`src/rtl/gate_truth_table_engine.sv`:
```
// rtl/gate_truth_table_engine.sv - sweeps all 2^WIDTH rows of a selectable reduction gate over a valid/ready stream
// and counts how many rows come out true.
module gate_truth_table_engine #(
  parameter int WIDTH = 2
) (
  input  logic             clk,
  input  logic             rst_n,
  input  logic             start,
  input  logic [2:0]       op,
  input  logic             out_ready,
  output logic             out_valid,
  output logic [WIDTH-1:0] out_row,
  output logic             out_y,
  output logic             busy,
  output logic             done,
  output logic [WIDTH:0]   ones_count,
  output logic             err
);

  typedef enum logic [1:0] {S_IDLE, S_RUN, S_DONE} state_t;

  localparam logic [WIDTH-1:0] ROW_LAST = {WIDTH{1'b1}};
  localparam logic [WIDTH-1:0] ROW_ONE  = WIDTH'(1);
  localparam logic [WIDTH:0]   CNT_ONE  = (WIDTH + 1)'(1);

  state_t             state_q, state_d;
  logic [2:0]         op_q, op_d;
  logic [WIDTH-1:0]   row_q, row_d;
  logic [WIDTH:0]     cnt_q, cnt_d;
  logic               valid_q, valid_d;
  logic               y_q, y_d;
  logic               busy_q, busy_d;
  logic               done_q, done_d;
  logic               err_q, err_d;

  function automatic logic gate_eval(input logic [2:0] sel, input logic [WIDTH-1:0] row);
    case (sel)
      3'd0:    gate_eval = &row;
      3'd1:    gate_eval = |row;
      3'd2:    gate_eval = ^row;
      3'd3:    gate_eval = ~&row;
      3'd4:    gate_eval = ~|row;
      3'd5:    gate_eval = ~^row;
      default: gate_eval = 1'b0;
    endcase
  endfunction

  // The row register doubles as the sweep counter; it is never wrapped.
  always_comb begin
    state_d = state_q;
    op_d    = op_q;
    row_d   = row_q;
    cnt_d   = cnt_q;
    valid_d = valid_q;
    y_d     = y_q;
    busy_d  = busy_q;
    done_d  = 1'b0;
    err_d   = 1'b0;
    case (state_q)
      S_IDLE: begin
        if (start) begin
          if (op <= 3'd5) begin
            op_d    = op;
            row_d   = '0;
            cnt_d   = '0;
            valid_d = 1'b1;
            y_d     = gate_eval(op, '0);
            busy_d  = 1'b1;
            state_d = S_RUN;
          end else begin
            err_d = 1'b1;
          end
        end
      end
      S_RUN: begin
        if (valid_q && out_ready) begin
          if (y_q) cnt_d = cnt_q + CNT_ONE;
          if (row_q == ROW_LAST) begin
            valid_d = 1'b0;
            done_d  = 1'b1;
            state_d = S_DONE;
          end else begin
            row_d = row_q + ROW_ONE;
            y_d   = gate_eval(op_q, row_q + ROW_ONE);
          end
        end
      end
      S_DONE: begin
        busy_d  = 1'b0;
        state_d = S_IDLE;
      end
      default: begin
        valid_d = 1'b0;
        busy_d  = 1'b0;
        state_d = S_IDLE;
      end
    endcase
  end

  always_ff @(posedge clk) begin
    if (!rst_n) begin
      state_q <= S_IDLE;
      op_q    <= '0;
      row_q   <= '0;
      cnt_q   <= '0;
      valid_q <= 1'b0;
      y_q     <= 1'b0;
      busy_q  <= 1'b0;
      done_q  <= 1'b0;
      err_q   <= 1'b0;
    end else begin
      state_q <= state_d;
      op_q    <= op_d;
      row_q   <= row_d;
      cnt_q   <= cnt_d;
      valid_q <= valid_d;
      y_q     <= y_d;
      busy_q  <= busy_d;
      done_q  <= done_d;
      err_q   <= err_d;
    end
  end

  assign out_valid  = valid_q;
  assign out_row    = row_q;
  assign out_y      = y_q;
  assign busy       = busy_q;
  assign done       = done_q;
  assign ones_count = cnt_q;
  assign err        = err_q;

endmodule

```
`config.mk`:
```
export PLATFORM = sky130hd
export DESIGN_NAME = gate_truth_table_engine
export DESIGN_NICKNAME = d
export VERILOG_FILES = /design/src/rtl/gate_truth_table_engine.sv
export SDC_FILE = /design/constraint.sdc
export NUM_CORES = 1
export LEC_CHECK = 0
export CAP_MARGIN = 0
export CORE_AREA = 10 10 51 53
export DETAILED_ROUTE_END_ITERATION = 10
export DIE_AREA = 0 0 61 63
export PLACE_DENSITY = 0.87
export SLEW_MARGIN = 20
export SYNTH_ARGS = -nofsm -noshare
export SYNTH_HDL_FRONTEND = slang
export SYNTH_SLANG_ARGS = --single-unit
```
`constraint.sdc`:
```
create_clock -name clk -period 3.35 [get_ports clk]
set_input_delay 0.67 -clock clk [delete_from_list [all_inputs] [get_ports clk]]
set_output_delay 0.67 -clock clk [all_outputs]
set_load 0.005 [all_outputs]
```
==> results.json, run 1 <==
{
  "status": "finished clean",
  "nNetsFinal": 117,
  "synth.distinct_cells": 34,
  "crit_fanout": 7,
  "post_cts_resized": 0,
  "fin_tns_setup_ns": 0,
  "design.die.area_sq_um": 3843,
  "worstPathArrival_ns": 1.30,
  "cpLargestDelayFamily": "buffers and inverters",
  "ys_warn_count": 0,
  "crit_chain": "clkdlybuf4s50_1",
  "path_buf_inv": 1,
  "root_buffer": "clkbuf_4",
  "synthArstFlopShare_pct": 0,
  "slew_viol_final": 0,
  "worstSetupStartpointType": "flop",
  "portBuffers": 16,
  "synth_edf_count": 0,
  "grt_pass1_vias": 681,
  "first_pass_iters": 4,
  "hold_buffers": 0,
  "drt_iter0_markers": 9,
  "avgRoutedWirePerCell_microns": 15.09,
  "clock_sinks": 15,
  "crit_type": "flop to primary output",
  "htree_levels": 1,
  "via_per_inst": 5.967,
  "grt_max_degree": 13,
  "drive_gt1_share_pct": 11.43,
  "post-cts-setup-buffers": 0,
  "cts_buffers": 3,
  "crit_required_ns": 2.68,
  "setup_ws_ns": 1.385,
  "syn-num-nets": 100,
  "endpoint_kind": "primary output",
  "yosys.area.top_type": "dfxtp_1",
  "pwr_density_cell_nw_per_um2": 377.6,
  "cp_slowest_cell": "clkdlybuf4s50_1",
  "row_count": 15,
  "hold_viol": 0,
  "clk_latency_ns": 0.29,
  "yosys.area.top_type_share_pct": 36.59,
  "max-slew-margin-rel_pct": 73.09,
  "place_area_sq_um": 977.2,
  "areaGrowthSynthToFinish_pct": 22.41,
  "skew_ns": 0.008129,
  "period_share_pct": 58.66,
  "netlist_area_sq_um": 820.8,
  "start_util_pct": 49.70,
  "drc_errors": 0,
  "pre_cts_ws_ns": 1.079,
  "ant_nets": 0,
  "fin_area_sq_um": 1005,
  "grt_pass1_wl_microns": 2987,
  "insertedDiodeCount": 0,
  "route.vias.total": 728,
  "post-dp-hpwl_microns": 1448,
  "clock.fmax_mhz": 508.9,
  "final-setup-viol-count": 0,
  "synth_cells": 89,
  "fillers": 153,
  "routed_wl_microns": 1841,
  "ys_ff_latch": 15,
  "holdCritPathClass": "flop to flop",
  "worst_pin_slew_ns": 0.4031,
  "max_stage_delay_ns": 0.55,
  "vdd_drop_max_uv": 259.0,
  "period_minus_slack_ns": 1.965,
  "synth_area_per_cell_sq_um": 9.222,
  "maxCapViolations": 0,
  "grt.total_usage_pct": 9.713,
  "cts_tree": "yes",
  "overflow": 0,
  "synthTopCellsByArea": "dfxtp_1 37%, mux2i_1 7.3%, ha_1 6.1%",
  "yosysSeqAreaShare_pct": 36.59,
  "synth_common_cells": "15 x dfxtp_1, 9 x nor2_1, 7 x a21oi_1, 6 x mux2i_1, 5 x nor3_1",
  "yosysMostFrequentCell": "dfxtp_1",
  "io_pins": 17,
  "cts_buffer_depth": 2,
  "die_w_microns": 61,
  "die_h_microns": 63,
  "core_area_sq_um": 1652,
  "synthFlopType": "dfxtp_1",
  "p_leak_nw": 0.3893,
  "clk_pin_slew_worst_paths_ns": 0.09,
  "rsz0062_at_grt": "no",
  "antenna_found_initial": 0,
  "place.gp.congestion": 0.8254
}
==> routing by layer <==
metal / routed length, microns / vias up / share of wire (%) / GRT usage, %
li1: - / 356 / - / -
met4: 21 / 0 / 1.1 / 3.297
met5: 0 / - / 0 / 0
met3: 138 / 4 / 7.5 / 5.081
met2: 921 / 20 / 50 / 15.18
met1: 760 / 348 / 41 / 10.79
==> where the power goes <==
part	internal, mW	total [mW]	switching (mW)
sequential	0.188	0.200	0.0124
combinational	0.0395	0.0753	0.0357
clock	0.0444	0.104	0.0597
total	0.272	0.379	0.108
==> placed cells by master, fill, tap and decap left out, drive strengths merged <==
cell type and n:
nand2 3, nand2b 3, dfxtp 15, nor2b 4, o221a 2, clkbuf 3
xnor2 1, a21oi 8, nor3 5, mux2i 6, a22oi 1, nand3 2
nor2 9, o21ai 5, a211oi 2, ha 4, inv 3, a31oi 1
o31ai 1, nand4 2, and4 1, a21o 1, clkinv 1, or3 1
nor3b 2, a221oi 1, and3 1, clkdlybuf4s50 16, a2111o 1
==> flip-flops by register name (all words and copies together) (netlist names) <==
name,flops
err,1
out_valid,1
busy,1
ones_count,3
out_row,2
op_q,3
out_y,1
state_q,2
done,1
==> layout make-up <==
| cell class | instances | area, sq um | share of cell area [%] |
|---|---|---|---|
| multi-input combinational | 67 | 484.2 | 48.19 |
| sequential | 15 | 300.3 | 29.89 |
| timing repair buffer | 16 | 160.2 | 15.94 |
| clock buffer | 3 | 22.52 | 2.242 |
| tap | 17 | 21.27 | 2.117 |
| inverter | 3 | 11.26 | 1.121 |
| clock inverter | 1 | 5.005 | 0.4981 |
==> metrics by stage <==
step                std cells  utilization, %  power, mW  hold slack [ns]
CTS                       122           60.83     0.3804           0.5042
global placement          118           59.17     0.2763           0.4817
detailed placement        118           59.17     0.2795           0.4904
floorplan                  89               -     0.2499           0.4777
global route              122           60.83     0.3945           0.5327
finish                    122           60.83     0.3794           0.5028
==> worst paths after layout <==
| kind | from | to | slack (ns) | depth (start not counted) |
|---|---|---|---|---|
| setup / recovery | out_row[0]$_SDFFE_PN0P_ | out_row[0] | 1.38 | 1 |
| hold / removal | ones_count[2]$_SDFFE_PN0P_ | ones_count[2]$_SDFFE_PN0P_ | 0.50 | 2 |
| hold reg to reg | ones_count[2]$_SDFFE_PN0P_ | ones_count[2]$_SDFFE_PN0P_ | 0.50 | 2 |
| setup reg to reg | out_row[0]$_SDFFE_PN0P_ | out_y$_SDFFE_PN0P_ | 1.61 | 6 |
==> cells by family (layout without fill, tap and decap cells) <==
kind of cell	Yosys count	count (layout)	share of synthesized area (%)
fa+ha+maj	4	4	6.098
compound gates	23	23	22.26
mux	6	6	7.317
flops	15	15	36.59
simple gates	33	33	22.26
buf+inv	7	23	4.420
xor+xnor	1	1	1.067
Note: power is estimated with default switching activity, not from simulation.
==> run 2, diff against run 1 <==
--- a/config.mk
+++ b/config.mk
@@ -6,10 +6,10 @@
 export NUM_CORES = 1
 export LEC_CHECK = 0
 export CAP_MARGIN = 0
-export CORE_AREA = 10 10 51 53
+export CORE_AREA = 10 10 55 57
 export DETAILED_ROUTE_END_ITERATION = 10
-export DIE_AREA = 0 0 61 63
-export PLACE_DENSITY = 0.87
+export DIE_AREA = 0 0 65 67
+export PLACE_DENSITY = 0.78
 export SLEW_MARGIN = 20
 export SYNTH_ARGS = -nofsm -noshare
 export SYNTH_HDL_FRONTEND = slang
==> constraint.sdc (replaced) <==
create_clock -name clk -period 1.7 [get_ports clk]
set_input_delay 0.34 -clock clk [delete_from_list [all_inputs] [get_ports clk]]
set_output_delay 0.34 -clock clk [all_outputs]
set_load 0.005 [all_outputs]
==> run 2 against run 1 <==
Clock-buffer cell count increased by 1. Sequential power grew 98%. Die area grew 13%. Hold slack worse by 0.011 ns. Critical path depth is 1 higher. Critical path type unchanged.
==> results.json, run 2 (synthesis gave the netlist of run 1 again) <==
{
  "fin_util_pct": 57.73,
  "period_minus_slack_ns": 1.624,
  "cpLargestDelayFamily": "buffers and inverters",
  "clk_pin_slew_worst_paths_ns": 0.08,
  "place_inst": 137,
  "hold-path-cell-count": 2,
  "place.gp.congestion": 0.8395,
  "status": "finished clean",
  "first_pass_iters": 4,
  "nNetsFinal": 127,
  "core_area_sq_um": 1942,
  "worstSetupStartpointType": "flop",
  "antenna_found_initial": 0,
  "drive_gt1_share_pct": 22.61,
  "endpoint_kind": "primary output",
  "pre_cts_ws_ns": -0.1549,
  "skew_ns": 0.004193,
  "cp_slowest_cell": "clkdlybuf4s50_1",
  "final-setup-viol-count": 0,
  "htree_levels": 1,
  "max-slew-margin-rel_pct": 72.84,
  "final_cells": 142,
  "die_h_microns": 67,
  "rsz0062_at_grt": "no",
  "worstPathArrival_ns": 1.28,
  "final_common_cell": "clkdlybuf4s50_1",
  "grt_max_degree": 13,
  "grt_pass1_vias": 759,
  "hold_end": "busy$_SDFFE_PN0P_",
  "fillers": 180,
  "hp-start": "busy$_SDFFE_PN0P_",
  "p_total_mw": 0.7807,
  "setup_ws_ns": 0.07622,
  "slew_viol_final": 0,
  "post-dp-hpwl_microns": 1593,
  "grt_pass1_wl_microns": 3553,
  "reg2reg_depth": 6,
  "row_count": 16,
  "crit-reg2reg-launch": "out_row[0]$_SDFFE_PN0P_",
  "hold_viol": 0,
  "cts_buffer_depth": 2,
  "cts_buffers": 3,
  "overflow": 0,
  "p_leak_nw": 0.4470,
  "ant_nets": 0,
  "max_stage_delay_ns": 0.50,
  "clock.fmax_mhz": 615.8,
  "cts_tree": "yes",
  "vdd_drop_max_uv": 569.7,
  "pwr_density_cell_nw_per_um2": 696.4,
  "worst_pin_slew_ns": 0.4070,
  "routed_wl_microns": 2071,
  "reg2reg_to": "out_row[0]$_SDFFE_PN0P_",
  "grt.total_usage_pct": 10.26,
  "crit_chain": "buf_4 > clkdlybuf4s50_1",
  "io_pins": 17,
  "root_buffer": "clkbuf_4",
  "via_per_inst": 5.254,
  "avgRoutedWirePerCell_microns": 14.58,
  "die_w_microns": 65,
  "crit_required_ns": 1.36,
  "drt_iter0_markers": 17,
  "fin_tns_setup_ns": 0,
  "portBuffers": 16,
  "path_buf_inv": 2,
  "holdCritPathClass": "flop to flop",
  "clk_latency_ns": 0.29,
  "areaGrowthSynthToFinish_pct": 36.59,
  "drc_errors": 0,
  "final_cell_mix": "16 x clkdlybuf4s50_1, 13 x dfxtp_1, 10 x buf_4",
  "clock_sinks": 15,
  "hold_buffers": 0,
  "start_util_pct": 42.27,
  "maxCapViolations": 0,
  "insertedDiodeCount": 0,
  "crit_type": "flop to primary output",
  "period_share_pct": 95.52,
  "r2r_slack_ns": 0.08,
  "crit_fanout": 6,
  "route.vias.total": 746,
  "design.die.area_sq_um": 4355
}
==> run 2: cell count changes in the layout (fill, tap and decap cells not counted), sizes merged <==
cell    change
clkinv      -1
buf        +10
clkbuf      +1
==> run 2: how the worst max path moves through the flow <==
stage,start,end,slack [ns],cells after the start
after floorplan,out_row[0]$_SDFFE_PN0P_,out_y$_SDFFE_PN0P_,0.07,6
after CTS,out_row[0]$_SDFFE_PN0P_,out_y$_SDFFE_PN0P_,0.03,6
after detailed placement,out_ready,out_row[0]$_SDFFE_PN0P_,-0.15,5
after global placement,out_ready,out_row[1]$_SDFFE_PN0P_,-0.07,5
final,out_row[0]$_SDFFE_PN0P_,out_row[0],0.08,2
after global routing,out_row[0]$_SDFFE_PN0P_,out_y$_SDFFE_PN0P_,0.0008,6
==> run 2: worst register-to-register path, cell delays in order (launching register included) <==
cell      delay (ns)
dfxtp_1         0.32
buf_4           0.16
ha_1            0.23
nand2b_4        0.16
a221oi_4        0.35
mux2i_1         0.23
nor2_1          0.05
==> run 2: report_power, final <==
part           internal (mW)  switching, mW  total [mW]
combinational         0.0998         0.0800       0.180
clock                 0.0912          0.115       0.206
sequential             0.370         0.0243       0.395
total                  0.561          0.219       0.781
==> run 2: layout make-up <==
cell class | count | area (sq um) | area share, %
multi-input cells | 67 | 511.7 | 45.65
repair buffers | 26 | 235.2 | 20.98
flip-flops and latches | 15 | 302.8 | 27.01
clock buffers | 4 | 26.28 | 2.344
inverters | 3 | 11.26 | 1.004
well taps | 27 | 33.78 | 3.013
==> run 2: per-stage QoR <==
| stage | hold slack (ns) | cell area, sq um |
|---|---|---|
| 2_1_floorplan | 0.4777 | 820.8 |
| 3_3_place_gp | 0.4752 | 1057 |
| 3_5_place_dp | 0.4799 | 1057 |
| 4_1_cts | 0.5019 | 1091 |
| 5_1_grt | 0.5297 | 1121 |
| 6_report | 0.4914 | 1121 |
==> run 2: layer usage <==
| layer | global-route usage, % | up-vias | wire (microns) |
|---|---|---|---|
| met3 | 4.515 | 2 | 134 |
| met1 | 10.66 | 352 | 846 |
| met4 | 2.674 | 0 | 8 |
| li1 | - | 376 | - |
| met5 | 0 | - | 0 |
| met2 | 18.47 | 16 | 1082 |
==> run 2: timing repair <==
item / in CTS / in global routing
pin swaps: 0 / 2
setup endpoints to repair: 1 / 3
setup buffers: 0 / 1
gates resized for setup: 1 / 5
